===== config.mk =====
export PLATFORM = sky130hd
export DESIGN_NAME = button_step_conditioner
export DESIGN_NICKNAME = d
export VERILOG_FILES = /design/src/rtl/button_step_conditioner.sv
export SDC_FILE = /design/constraint.sdc
export NUM_CORES = 1
export LEC_CHECK = 0
export ABC_AREA = 1
export CORE_MARGIN = 8
export CORE_UTILIZATION = 45
export CTS_CLUSTER_DIAMETER = 80
export CTS_CLUSTER_SIZE = 8
export DETAILED_ROUTE_END_ITERATION = 6
export GPL_ROUTABILITY_DRIVEN = 0
export GPL_TIMING_DRIVEN = 0
export PLACE_DENSITY = 0.71
export RECOVER_POWER = 25
export SLEW_MARGIN = 30
export SYNTH_ARGS = -nofsm -noshare
export SYNTH_HDL_FRONTEND = slang
export SYNTH_SLANG_ARGS = --single-unit

===== constraint.sdc =====
create_clock -name clk -period 2.4 [get_ports clk]
set_input_delay 0.72 -clock clk [delete_from_list [all_inputs] [get_ports clk]]
set_output_delay 0.72 -clock clk [all_outputs]
set_load 0.01 [all_outputs]

===== src/rtl/button_step_conditioner.sv =====
`default_nettype none
// button_step_conditioner: synchronise and debounce two buttons into one-cycle inc/dec steps (rev 1.0)
// Option macro BUTTON_AUTO_REPEAT_EN: extra pulses while a button stays held.
module button_step_conditioner #(
  parameter int DEBOUNCE_CYCLES = 50000,
  parameter int REPEAT_DELAY    = 25000000,
  parameter int REPEAT_PERIOD   = 5000000
) (
  input  logic clk,
  input  logic rst,
  input  logic btn_inc_raw,
  input  logic btn_dec_raw,
  output logic inc,
  output logic dec,
  output logic inc_level,
  output logic dec_level
);

  localparam int CNT_MAX_A = (DEBOUNCE_CYCLES > REPEAT_DELAY) ? DEBOUNCE_CYCLES : REPEAT_DELAY;
  localparam int CNT_MAX   = (CNT_MAX_A > REPEAT_PERIOD) ? CNT_MAX_A : REPEAT_PERIOD;
  localparam int CNT_W     = $clog2(CNT_MAX) + 1;
  localparam logic [CNT_W-1:0] DB_LAST = CNT_W'(DEBOUNCE_CYCLES - 1);
`ifdef BUTTON_AUTO_REPEAT_EN
  localparam logic [CNT_W-1:0] REP_FIRST = CNT_W'(REPEAT_DELAY - 1);
  localparam logic [CNT_W-1:0] REP_NEXT  = CNT_W'(REPEAT_PERIOD - 1);
`endif

  typedef enum logic [1:0] {IDLE, DB_PRESS, PRESSED, DB_RELEASE} state_t;

  logic [1:0] raw;
  logic [1:0] s1_q, s2_q;
  logic [1:0] press_ev;
  logic [1:0] level;
  logic [1:0] pulse_d, pulse_q;

  assign raw = {btn_dec_raw, btn_inc_raw};

  always_ff @(posedge clk or negedge rst) begin
    if (!rst) begin
      s1_q <= 2'b00;
      s2_q <= 2'b00;
    end else begin
      s1_q <= raw;
      s2_q <= s1_q;
    end
  end

  // Index 0 is the increment button, index 1 the decrement button.
  for (genvar i = 0; i < 2; i++) begin : g_btn
    state_t           state_q, state_d;
    logic [CNT_W-1:0] cnt_q, cnt_d;
    logic             level_q, level_d;
    logic             ev_d;
`ifdef BUTTON_AUTO_REPEAT_EN
    logic [CNT_W-1:0] rep_q, rep_d;
    logic             first_q, first_d;
`endif

    always_comb begin
      state_d = state_q;
      cnt_d   = cnt_q;
      level_d = level_q;
      ev_d    = 1'b0;
`ifdef BUTTON_AUTO_REPEAT_EN
      rep_d   = rep_q;
      first_d = first_q;
`endif
      case (state_q)
        IDLE: begin
          if (s2_q[i]) begin
            state_d = DB_PRESS;
            cnt_d   = '0;
          end
        end
        DB_PRESS: begin
          if (!s2_q[i]) begin
            state_d = IDLE;
            cnt_d   = '0;
          end else if (cnt_q == DB_LAST) begin
            state_d = PRESSED;
            level_d = 1'b1;
            ev_d    = 1'b1;
`ifdef BUTTON_AUTO_REPEAT_EN
            rep_d   = '0;
            first_d = 1'b1;
`endif
          end else begin
            cnt_d = cnt_q + 1'b1;
          end
        end
        PRESSED: begin
          if (!s2_q[i]) begin
            state_d = DB_RELEASE;
            cnt_d   = '0;
`ifdef BUTTON_AUTO_REPEAT_EN
            rep_d   = '0;
            first_d = 1'b1;
          end else if (rep_q == (first_q ? REP_FIRST : REP_NEXT)) begin
            ev_d    = 1'b1;
            rep_d   = '0;
            first_d = 1'b0;
          end else begin
            rep_d = rep_q + 1'b1;
`endif
          end
        end
        DB_RELEASE: begin
          if (s2_q[i]) begin
            state_d = PRESSED;
            cnt_d   = '0;
          end else if (cnt_q == DB_LAST) begin
            state_d = IDLE;
            level_d = 1'b0;
          end else begin
            cnt_d = cnt_q + 1'b1;
          end
        end
        default: begin
          state_d = IDLE;
          cnt_d   = '0;
        end
      endcase
    end

    always_ff @(posedge clk or negedge rst) begin
      if (!rst) begin
        state_q <= IDLE;
        cnt_q   <= '0;
        level_q <= 1'b0;
`ifdef BUTTON_AUTO_REPEAT_EN
        rep_q   <= '0;
        first_q <= 1'b1;
`endif
      end else begin
        state_q <= state_d;
        cnt_q   <= cnt_d;
        level_q <= level_d;
`ifdef BUTTON_AUTO_REPEAT_EN
        rep_q   <= rep_d;
        first_q <= first_d;
`endif
      end
    end

    assign press_ev[i] = ev_d;
    assign level[i]    = level_q;
  end

  // Simultaneous events cancel each other so inc and dec are never high together.
  always_comb begin
    pulse_d = press_ev;
    if (&press_ev) pulse_d = 2'b00;
  end

  always_ff @(posedge clk or negedge rst) begin
    if (!rst) pulse_q <= 2'b00;
    else      pulse_q <= pulse_d;
  end

  assign inc       = pulse_q[0];
  assign dec       = pulse_q[1];
  assign inc_level = level[0];
  assign dec_level = level[1];

endmodule
`default_nettype wire


==> Word-level counts from Yosys, hierarchy flattened <==
Cells that the tools add are included.
{ "totals": {"output_inout_bits": 4, "register_bits": 64, "wordCells": 89} }
{ "op_classes": {"add_sub_neg": 2, "eq_ne": 24, "mux": 43, "reduce_logical": 11} }
{ "op_table": {"columns": ["op", "count"], "rows": [
  ["2-to-1 mux 26 bit", 10],
  ["one-hot mux 26 bit (4 select lines)", 2],
  ["adder 26 x 1 -> 26 bit, second input constant", 2],
  ["== test 26 x 16 -> 1 bit, second input constant", 2],
  ["2-to-1 mux 2 bit", 13],
  ["inequality test 2 bit, second input constant", 12],
  ["one-hot mux 2 bit (4 select lines)", 2],
  ["2-to-1 mux 1 bit", 14],
  ["inequality test 3 bit, second input constant", 4],
  ["AND reduction 5 bit", 2],
  ["== test 2 bit, second input constant", 4],
  ["AND reduction 4 bit", 2],
  ["AND reduction 2 bit", 3],
  ["== test 2 x 1 -> 1 bit, second input constant", 2],
  ["zero test 2 bit", 2],
  ["one-hot mux 1 bit (2 select lines)", 2],
  ["nonzero test 2 bit", 2]
]} }

==> Logic depth before layout (Yosys ltp) <==
{ "logic_depth": {"depth_word": 6, "mapped_depth": 11, "mapped_depth_nobuf": 11} }

==> Least setup slack after synthesis <==
No wires, ideal clock.
{ "synth_timing": {"path_type": "reg-to-reg", "from": "reg g_btn[1].cnt_q[0]", "to": "reg g_btn[1].cnt_q[2]", "synth_period_minus_slack_ns": 1.547, "n_path_buf": 0, "setup_slack_ns": 0.853, "required_time_ns": 2.279, "path_stages_with_launch": 11, "arrival_time_ns": 1.425, "path_cell_list": "dfrtp_1 ha_1 inv_1 nor2_4 nand3_2 nor2_4 nand2_4 nand3_1 nand2_1 nand2_1 nor2_1"} }
{ "synth_between": {"elab_chain_len": 4, "word_cells_on_any_way": 6, "classes_between": "add/sub: 1; eq/ne: 1; mux: 4"} }
{ "synth_lines": {"columns": ["item", "line_no", "rtl"], "rows": [
  ["start: declaration", "51", "logic [CNT_W-1:0] cnt_q, cnt_d;"],
  ["start signal: assignment", "136", "cnt_q <= cnt_d;"],
  ["adder 26 x 1 -> 26 bit or == test 26 x 16 -> 1 bit (tied branches)", null, null],
  ["2-to-1 mux 26 bit *", "79, 111", null],
  ["2-to-1 mux 26 bit, on equally long branches", "108, 76", null],
  ["one-hot mux 26 bit (4 select lines) *", "68", "case (state_q)"]
]} }
Mark *: on every way between the ends. The rest lies on a longest branch, timed or not.
A chain may end at the register's enable or synchronous reset.

==> Final worst setup path <==
{ "layout_timing": {"from": "reg g_btn[1].cnt_q[0]", "to": "reg g_btn[1].cnt_q[22]"} }
Same word-level chain as after synthesis.

==> run summary <==
Post-CTS Setup Bufs -> 0
Final instance area -> 4460 um^2
Inst Count DP -> 712
Leakage -> 1.90 nW
Final nets -> 621
Flop2flop setup slack -> 0.40 ns
Synthesized netlist cell count -> 596
Register area share after synthesis -> 39.6%
DRT Wirelength -> 10300 um
Synthesized Nets -> 602
Synth area leaders -> dfrtp_1 (40%), nand2_1 (16%), nor2_1 (8.3%)
Total CTS buffers -> 9
Status -> complete, no violations
DRT antenna net count -> 0
Max Clock Skew -> 0.0123 ns
H-Tree Depth -> 3
Antenna violations before repair -> 0
Fill cells -> 869
Yosys warnings -> 0
Slowest cell on crit path -> dfrtp_1
Share of layout cells above drive strength 1 -> 6.77%
Worst EP required -> 2.64 ns
Worst slew margin -> 21.6%
CP Launch Type -> flop
Largest delay share family, worst path -> simple AND/OR/NAND/NOR gates
Cts repair resizes -> 0
Die ar. -> 12300 um^2
Final Max Slew Viols -> 0
Core Area -> 8720 um^2
N_diodes -> 0
Max Cap Viol -> 0
Layout area overhead -> 10.4%
FMAX -> 500 MHz
Post-route insts no fill -> 728
Vias in the first global route -> 3805
Critical Setup Path Class -> reg2reg
Vias per cell -> 5.45
Least-Margin Pin Slew -> 1.18 ns
Crit-path max FO -> 6
# rows -> 34
First-pass GRT wire length -> 17500 um
Synth Cell Area -> 4040 um^2
Die X -> 111 um
Post-synthesis compound-gate area fraction -> 9.38%
Synth Flop Type -> dfrtp_1
Vias -> 3964
EDFF count, synth -> 0
Die Ht -> 111 um
Crit-path max cell delay -> 0.47 ns
Asr flop ratio synth -> 100%
CTS max path bufs -> 2
Setup violators final -> 0
#FFs+latches synth -> 64
GRT Residual Overflow -> 0
Footprint of the multi-input gates -> 2130 um^2
Worst EP arrival -> 2.24 ns
Leading area contributor after synthesis -> dfrtp_1
Synth Area in Simple Gates -> 42.2%
Worst path cell trace -> ha_1, nand3_2, nor2_2, nand3_1, a21oi_1, nand3_1, nand2_1, nand2_1
Clk root buf -> clkbuf_8
Setup_tns -> 0 ns
Pwr dens -> 502 nW/um^2
1st-pass router iterations -> 5
Final min period -> 2.00 ns
Worst hold slack -> 0.349 ns
Final Hold Fails -> 0
Synth cell types -> 33
Final Cycle Share -> 83.3%
Largest family of logic cells by synthesized area -> simple AND/OR/NAND/NOR gates
TritonCTS clock tree -> yes
DRC viols -> 0
Hold buffer count at CTS -> 0
Seq. cell area -> 1600 um^2
Share of the synthesized area in the top cell type -> 39.6%
Total power -> 0.00224 W
I/O pin cnt -> 8
Reg clk slew, reported paths -> 0.08 ns
Initial core utilization -> 46.4%
Routed len/inst -> 14.1 um
VDD IR max -> 0.000394 V
Largest net degree at the start of global routing -> 45
Clock sinks -> 64
Most common cell in the netlist -> nand2_1
Synth Area per Inst -> 6.78 um^2
Buf/Inv on CP -> 0
RSZ-0062 raised after global routing -> false
Top cells by count, synth -> nand2_1 (169), nor2_1 (89), inv_1 (71), dfrtp_1 (64), nand3_1 (42)
Mux cell area share after synthesis -> 0%
Post-Synth XOR/XNOR Area -> 0.433%
PortBufs -> 7
Placement Cell Area -> 4270 um^2
Adder-Cell Fraction of Synth Area -> 0.619%
DP Wirelength -> 7600 um
Class of the worst hold path -> reg2reg
GRT Total Usage -> 16.9%
Worst skew pair latency -> 0.35 ns
DRT iter0 DRCs -> 293
Worst Setup End Kind -> flop
## cell type report
cell class / count / share of cell area (%)
plain buffers: 7 / 0.757
clock buffers: 11 / 2.94
clock inverters: 5 / 1.82
inverters: 74 / 6.23
multi-input cells: 451 / 47.7
flip-flops and latches: 64 / 35.9
well taps: 108 / 3.03
repair buffers: 8 / 1.60
## metal layers
layer / GRT usage, % / vias up / share of wire (%)
met1: 19.7 / 1809 / 44
met4: 9.19 / 0 / 3.6
met2: 28.4 / 124 / 48
met5: 0 / - / 0
li1: - / 1997 / -
met3: 3.46 / 34 / 5.0
## metrics by stage
stage / setup WS, ns / util, %
final: 0.400 / 51.2
after global routing: 0.153 / 51.2
after floorplan: 0.853 / -
after global placement: -1.52 / 48.7
after CTS: 0.382 / 51.3
after detailed placement: 0.404 / 48.9
## kinds of logic after synthesis
logic type	after synthesis
xor gates and xnor gates	2
and+or+nand+nor	378
AOI/OAI and AO/OA	69
DFF	64
buffers and inverters	81
adders and majority gates	2
## cells in the final DEF, fill, tap and decap left out, types with 5 or more instances in the layout
cell type	instances
nor2_2	5
a21oi_1	21
nor2_1	89
clkbuf_8	9
nor3_1	9
inv_1	71
nand3_1	42
clkdlybuf4s50_1	6
o21ai_0	31
dfrtp_1	64
nand4_1	41
clkbuf_1	6
nand2_2	5
nand2_1	169
## state kept, by name, indices dropped and copies added (netlist names), named ones only
signal         cells
g_btn.state_q      2
g_btn.cnt_q       52
inc_level          1
pulse_q            2
s1_q               2
s2_q               2
dec_level          1
## power by group
group	switching (W)	internal (W)	total (W)
Combinational	0.0000817	0.0000235	0.000105
Sequential	0.00000975	0.00109	0.00110
Clock	0.000453	0.000586	0.00104
Total	0.000544	0.00170	0.00224
## final timing paths
kind	from	end	depth (start not counted)
max in group asynchronous	rst	g_btn[1].cnt_q[22]$_DFFE_PN0P_	2
worst min register to register	s1_q[1]$_DFF_PN0_	s2_q[1]$_DFF_PN0_	0
min in group asynchronous	rst	g_btn[0].cnt_q[8]$_DFFE_PN0P_	1
worst min-delay path	s1_q[1]$_DFF_PN0_	s2_q[1]$_DFF_PN0_	0
worst max register to register	g_btn[1].cnt_q[0]$_DFFE_PN0P_	g_btn[1].cnt_q[22]$_DFFE_PN0P_	8
worst max-delay path	g_btn[1].cnt_q[0]$_DFFE_PN0P_	g_btn[1].cnt_q[22]$_DFFE_PN0P_	8
(Power assumes the default switching activity.)
